## src/rtl/fetch_ctrl_if.sv

```systemverilog
// Instruction-memory read bus between fetch_ctrl (master) and the instruction memory (slave).
// One-cycle read strobe with address; the memory answers later with a one-cycle done strobe and data.
interface fetch_ctrl_if #(
    parameter int N = 16
);
    logic         mem_rd;
    logic [N-1:0] mem_addr;
    logic         mem_done;
    logic [N-1:0] mem_data;

    modport master (
        output mem_rd,
        output mem_addr,
        input  mem_done,
        input  mem_data
    );

    modport slave (
        input  mem_rd,
        input  mem_addr,
        output mem_done,
        output mem_data
    );
endinterface

```

## src/rtl/fetch_ctrl.sv

```systemverilog
// Fetch sequencer: owns the PC, reads a variable-latency instruction memory and presents instructions to decode.
// Optional fetch timeout (sticky err + halt) is enabled by defining FETCH_TIMEOUT_EN.
module fetch_ctrl #(
    parameter int           N              = 16,
    parameter logic [N-1:0] RESET_PC       = '0,
    parameter int           TIMEOUT_CYCLES = 64
) (
    input  logic          clk,
    input  logic          rst_n,
    fetch_ctrl_if.master  mem,
    input  logic          redirect_i,
    input  logic [N-1:0]  redirect_pc_i,
    input  logic          stall_i,
    input  logic          halt_i,
    output logic [N-1:0]  instr_o,
    output logic [N-1:0]  instr_pc_o,
    output logic [N-1:0]  pc_inc_o,
    output logic          instr_valid_o,
    output logic          halted_o,
    output logic          err_o
);

    typedef enum logic [2:0] {
        S_IDLE,
        S_FETCH,
        S_WAIT,
        S_VALID,
        S_HALT
    } state_e;

    localparam logic [N-1:0] PcEvenMask = ~N'(1);
    localparam logic [N-1:0] ResetPc    = RESET_PC & PcEvenMask;

    if (TIMEOUT_CYCLES < 1) begin : g_bad_timeout
        $error("TIMEOUT_CYCLES must be at least 1");
    end

    state_e       state_q, state_d;
    logic [N-1:0] pc_q, pc_d;
    logic         squash_q, squash_d;
    logic [N-1:0] instr_q, instr_d;
    logic [N-1:0] instr_pc_q, instr_pc_d;
    logic [N-1:0] pc_inc_q, pc_inc_d;
    logic         mem_rd;
    logic         timeout_hit;

    logic [N-1:0] redirect_tgt;
    logic [N-1:0] pc_next;

    assign redirect_tgt = redirect_pc_i & PcEvenMask;
    assign pc_next      = pc_q + N'(2);

`ifdef FETCH_TIMEOUT_EN
    localparam int CW = $clog2(TIMEOUT_CYCLES + 1);

    logic [CW-1:0] tmo_q, tmo_d;
    logic          err_q, err_d;

    // The counter only lives while the FSM stays in WAIT, so any exit clears it.
    assign timeout_hit = (state_q == S_WAIT) && !mem.mem_done &&
                         (tmo_q == CW'(TIMEOUT_CYCLES - 1));

    always_comb begin
        tmo_d = '0;
        err_d = err_q | timeout_hit;
        if (state_q == S_WAIT && state_d == S_WAIT) begin
            tmo_d = tmo_q + CW'(1);
        end
    end

    always_ff @(posedge clk or negedge rst_n) begin
        if (!rst_n) begin
            tmo_q <= '0;
            err_q <= 1'b0;
        end else begin
            tmo_q <= tmo_d;
            err_q <= err_d;
        end
    end

    assign err_o = err_q;
`else
    assign timeout_hit = 1'b0;
    assign err_o       = 1'b0;
`endif

    always_ff @(posedge clk or negedge rst_n) begin
        if (!rst_n) begin
            state_q    <= S_IDLE;
            pc_q       <= ResetPc;
            squash_q   <= 1'b0;
            instr_q    <= '0;
            instr_pc_q <= '0;
            pc_inc_q   <= '0;
        end else begin
            state_q    <= state_d;
            pc_q       <= pc_d;
            squash_q   <= squash_d;
            instr_q    <= instr_d;
            instr_pc_q <= instr_pc_d;
            pc_inc_q   <= pc_inc_d;
        end
    end

    always_comb begin
        state_d    = state_q;
        pc_d       = pc_q;
        squash_d   = squash_q;
        instr_d    = instr_q;
        instr_pc_d = instr_pc_q;
        pc_inc_d   = pc_inc_q;
        mem_rd     = 1'b0;

        unique case (state_q)
            S_IDLE: begin
                state_d = S_FETCH;
            end

            S_FETCH: begin
                mem_rd  = 1'b1;
                state_d = S_WAIT;
                if (redirect_i) begin
                    pc_d     = redirect_tgt;
                    squash_d = 1'b1;
                end
            end

            // A request overtaken by a redirect is still allowed to complete, but its data is dropped.
            S_WAIT: begin
                if (mem.mem_done) begin
                    if (squash_q || redirect_i) begin
                        squash_d = 1'b0;
                        state_d  = S_FETCH;
                        if (redirect_i) begin
                            pc_d = redirect_tgt;
                        end
                    end else begin
                        instr_d    = mem.mem_data;
                        instr_pc_d = pc_q;
                        pc_inc_d   = pc_next;
                        pc_d       = pc_next;
                        state_d    = S_VALID;
                    end
                end else if (timeout_hit) begin
                    state_d = S_HALT;
                end else if (redirect_i) begin
                    pc_d     = redirect_tgt;
                    squash_d = 1'b1;
                end
            end

            S_VALID: begin
                if (redirect_i) begin
                    pc_d    = redirect_tgt;
                    state_d = S_FETCH;
                end else if (halt_i) begin
                    state_d = S_HALT;
                end else if (!stall_i) begin
                    state_d = S_FETCH;
                end
            end

            S_HALT: begin
                state_d = S_HALT;
            end

            default: begin
                state_d = S_IDLE;
            end
        endcase
    end

    assign mem.mem_rd    = mem_rd;
    assign mem.mem_addr  = pc_q;
    assign instr_o       = instr_q;
    assign instr_pc_o    = instr_pc_q;
    assign pc_inc_o      = pc_inc_q;
    assign instr_valid_o = (state_q == S_VALID);
    assign halted_o      = (state_q == S_HALT);

endmodule

```

## src/flat_wrapper.sv

```systemverilog
// flat-port wrapper written by rule: the top's interface ports become plain ports
module fetch_ctrl_flat 
#(
    parameter int           N              = 16,
    parameter logic [N-1:0] RESET_PC       = '0,
    parameter int           TIMEOUT_CYCLES = 64
)
  (clk, rst_n, redirect_i, redirect_pc_i, stall_i, halt_i, instr_o, instr_pc_o, pc_inc_o, instr_valid_o, halted_o, err_o, mem_mem_rd, mem_mem_addr, mem_mem_done, mem_mem_data);
  fetch_ctrl_if #(.N(N)) mem_i ();
  input  logic clk;
  input  logic rst_n;
  input  logic redirect_i;
  input  logic [N-1:0] redirect_pc_i;
  input  logic stall_i;
  input  logic halt_i;
  output logic [N-1:0] instr_o;
  output logic [N-1:0] instr_pc_o;
  output logic [N-1:0] pc_inc_o;
  output logic instr_valid_o;
  output logic halted_o;
  output logic err_o;
  output wire logic [$bits(mem_i.mem_rd)-1:0] mem_mem_rd;
  output wire logic [$bits(mem_i.mem_addr)-1:0] mem_mem_addr;
  input wire logic [$bits(mem_i.mem_done)-1:0] mem_mem_done;
  input wire logic [$bits(mem_i.mem_data)-1:0] mem_mem_data;
  assign mem_mem_rd = mem_i.mem_rd;
  assign mem_mem_addr = mem_i.mem_addr;
  assign mem_i.mem_done = mem_mem_done;
  assign mem_i.mem_data = mem_mem_data;
  fetch_ctrl #(.N(N), .RESET_PC(RESET_PC), .TIMEOUT_CYCLES(TIMEOUT_CYCLES)) u_core (.clk(clk), .rst_n(rst_n), .mem(mem_i), .redirect_i(redirect_i), .redirect_pc_i(redirect_pc_i), .stall_i(stall_i), .halt_i(halt_i), .instr_o(instr_o), .instr_pc_o(instr_pc_o), .pc_inc_o(pc_inc_o), .instr_valid_o(instr_valid_o), .halted_o(halted_o), .err_o(err_o));
endmodule
```

## config.mk

```make
export PLATFORM = sky130hd
export DESIGN_NAME = fetch_ctrl_flat
export DESIGN_NICKNAME = d
export VERILOG_FILES = /design/src/rtl/fetch_ctrl_if.sv /design/src/rtl/fetch_ctrl.sv /design/src/flat_wrapper.sv
export SDC_FILE = /design/constraint.sdc
export NUM_CORES = 1
export LEC_CHECK = 0
export ABC_AREA = 1
export CAP_MARGIN = 20
export CORE_UTILIZATION = 49
export DETAILED_ROUTE_END_ITERATION = 8
export PLACE_DENSITY = 0.85
export SLEW_MARGIN = 30
export SYNTH_ARGS = -nofsm -noshare
export SYNTH_HDL_FRONTEND = slang
export SYNTH_SLANG_ARGS = --single-unit
export TNS_END_PERCENT = 1
```

## constraint.sdc

```tcl
create_clock -name clk -period 2.6 [get_ports clk]
set_clock_uncertainty 0.1 [all_clocks]
set_input_delay 0.26 -clock clk [delete_from_list [all_inputs] [get_ports clk]]
set_output_delay 0.26 -clock clk [all_outputs]
set_load 0.01 [all_outputs]
```

==> results_dict.tcl <==
set metrics [dict create \
    max_cap_viol_count 0 \
    grtUsageTotal_pct 25.9 \
    crit_slowest_cell "clkdlybuf4s50_1" \
    crit_family "buffers and inverters" \
    io_pins 106 \
    cts_tree "done" \
    grt_pass1_vias 2901 \
    synth-edff-count 0 \
    nets 542 \
    critPathMaxFanout 6 \
    firstDrtPassIters 4 \
    grt_pass1_wl_um 13000 \
    slew-limit-headroom_pct 47.2 \
    via_per_inst 5.18 \
    layout-drive-gt1-share_pct 7.09 \
    wl_met3_um 799 \
    core_area_mm2 0.00606 \
    top_layer "met4" \
    portBuffers 103 \
    first_iter_violations 204 \
    hp-class "input pin to register" \
    hold_violations 0 \
    crit_chain "inv_2 -> nand2_1 -> nor2_1 -> clkdlybuf4s50_1" \
    diodes 0 \
    cts_made_buffers 9 \
    gr-total-overflow 0 \
    cts_max_level 3 \
    syn-cell-area_mm2 0.00316 \
    grt_max_degree 36 \
    setup_viol 0 \
    startpoint_type "register" \
    fp.dieArea_mm2 0.00677 \
    die_w_um 82.3 \
    post-dp-hpwl_um 5740 \
    clock_sinks 67 \
    ys.flop_type "dfrtp_1" \
    rows 28 \
    slew_violations 0 \
    cts_buffer_depth 2 \
    place_congestion 0.880 \
    avgRoutedWirePerCell_um 13.9 \
    num_vias 3021 \
    clkTransAtPathRegs_ns 0.07 \
    outcome "finished clean" \
    crit_arrival_ns 1.74 \
    rsz0062_at_grt "no" \
    cts-resized-gates 0 \
    synthArstFlopShare_pct 100 \
    drc 0 \
    postRouteWirelength_um 8100 \
    ir_worst_vdd_v 0.000709 \
    yosysSeqAreaShare_pct 53.1 \
    synth_seq_cells 67 \
    finalSetupTns_ns 0 \
    insertion_delay_ns 0.34 \
    fmax_ghz 0.477 \
    synthToLayoutAreaGrowth_pct 40.0 \
    start_util_pct 52.1 \
    syn_nets 436 \
    critPathBufInv 2 \
    die_height_um 82.3 \
    fin_crit_sh_pct 80.6 \
    syn_area_per_cell_um2 7.95 \
    antenna_found_initial 0 \
    min_period_ns 2.10 \
    postRouteAntennaNets 0 \
    ys_types 30 \
    slowest_delay_ns 0.58 \
    end_kind "output pin" \
    worst_pin_slew_ns 0.792 \
    wl_met1_um 3290 \
    worstSetupPathType "register to output pin" \
    synth_warnings 0 \
    crit_required_ns 2.24 \
    cellLeakagePower_nw 2.13 \
    clockRootBuffer "clkbuf_8" \
    detailed_place.area_mm2 0.00422 \
    postCtsSetupRepairBufs 0 \
    postSynthCellCount 397 \
    fin_area_mm2 0.00442 \
    p_per_area_mw_per_mm2 1180 \
    wl_met2_um 3850 \
]
synthesized netlist by cell type (2+ instances only):
library cell / count / area share (%)
nand2_1: 161 / 19
dfrtp_1: 67 / 53
nor2_1: 41 / 4.9
inv_1: 22 / 2.6
o21ai_0: 20 / 3.2
nand3_1: 16 / 2.5
a21oi_1: 11 / 1.7
buf_2: 7 / 1.1
o21ai_1: 7 / 1.1
buf_4: 5 / 1.2
nand4_1: 5 / 0.99
xor2_1: 5 / 1.4
nor2_2: 4 / 0.79
nand2_2: 3 / 0.59
nor3_1: 3 / 0.48
buf_6: 2 / 0.71
inv_2: 2 / 0.24
inv_4: 2 / 0.40
o22ai_1: 2 / 0.40
or2_2: 2 / 0.40
cell families (layout without fill, tap and decap cells):
logic type,Yosys count,count (layout),share of synthesized area [%]
AO/OA/AOI/OAI,44,44,7.37
AND/OR/NAND/NOR,238,238,31.1
buffers and inverters,40,151,6.26
flip-flops,67,67,53.1
XOR/XNOR,6,6,1.66
adder cells (fa/ha/maj),1,1,0.396
other,1,1,0.119
metrics by stage:
step / utilization, % / cells / setup slack (ns) / total power [mW] / hold slack [ns]
after floorplan: - / 397 / 1.08 / 3.08 / -0.136
after global placement: 69.6 / 566 / 0.618 / 4.29 / 0.278
after detailed placement: 69.6 / 566 / 0.579 / 4.37 / 0.281
after CTS: 73.0 / 583 / 0.501 / 5.21 / 0.363
after global routing: 73.0 / 583 / 0.398 / 5.57 / 0.367
final: 73.0 / 583 / 0.504 / 5.20 / 0.369
report_power, final:
part	internal [mW]	switching, mW
logic	1.22	1.24
registers	1.51	0.403
clock network	0.450	0.374
total	3.18	2.02
cells in the final DEF, fill, tap and decap left out, drive strengths merged, types with 2 or more instances in the layout:
master	Yosys	layout
clkdlybuf4s50	0	102
nand2	165	165
o21ai	27	27
or2	2	2
buf	14	6
inv	26	26
a21oi	11	11
nand3	16	16
dfrtp	67	67
clkbuf	0	15
o22ai	2	2
nand4	5	5
nor2	46	46
nor3	4	4
xor2	5	5
final timing paths:
| kind | cells past startpoint | to | slack (ns) | start |
|---|---|---|---|---|
| max in group asynchronous | 3 | u_core.pc_inc_o[15] | 1.19 | rst_n |
| worst max-delay path | 4 | mem_mem_rd | 0.50 | u_core.state_q[2] |
| min in group asynchronous | 2 | u_core.mem.mem_addr[1] | 0.44 | rst_n |
| worst min register to register | 1 | u_core.state_q[0] | 0.38 | u_core.state_q[2] |
| worst max register to register | 7 | u_core.pc_inc_o[4] | 0.80 | u_core.state_q[0] |
| worst min-delay path | 3 | u_core.instr_o[13] | 0.37 | mem_mem_data[13] |
routing by layer:
metal / global-route usage [%] / vias up
met4: 13.5 / 0
met5: 0 / -
met2: 43.1 / 159
met1: 31.7 / 1384
li1: - / 1461
met3: 5.49 / 17
flip-flops by register name (all words and copies together) (netlist names):
signal and flops:
u_core.mem.mem_addr 16, u_core.instr_o 16, u_core.squash_q 1, u_core.state_q 3, u_core.pc_inc_o 15, u_core.instr_pc_o 16
timing repair:
item / CTS / global route
setup endpoints to repair: 0 / 0
hold buffers: 1 / 0
hold endpoints to repair: 33 / 0
worst min-delay path, delay by kind of cell:
family        cells  cell delay (ns)
buf+inv           1             0.40
simple gates      2             0.11
cell type report:
cell class,count,area [um^2]
Sequential cell,67,1680
Fill cell,463,1640
Multi-Input combinational cell,290,1280
Timing Repair Buffer,109,1070
Clock buffer,15,186
Inverter,26,103
Tap cell,75,93.8
Clock inverter,1,5.00
No activity file was read; power rests on OpenSTA's default activity.
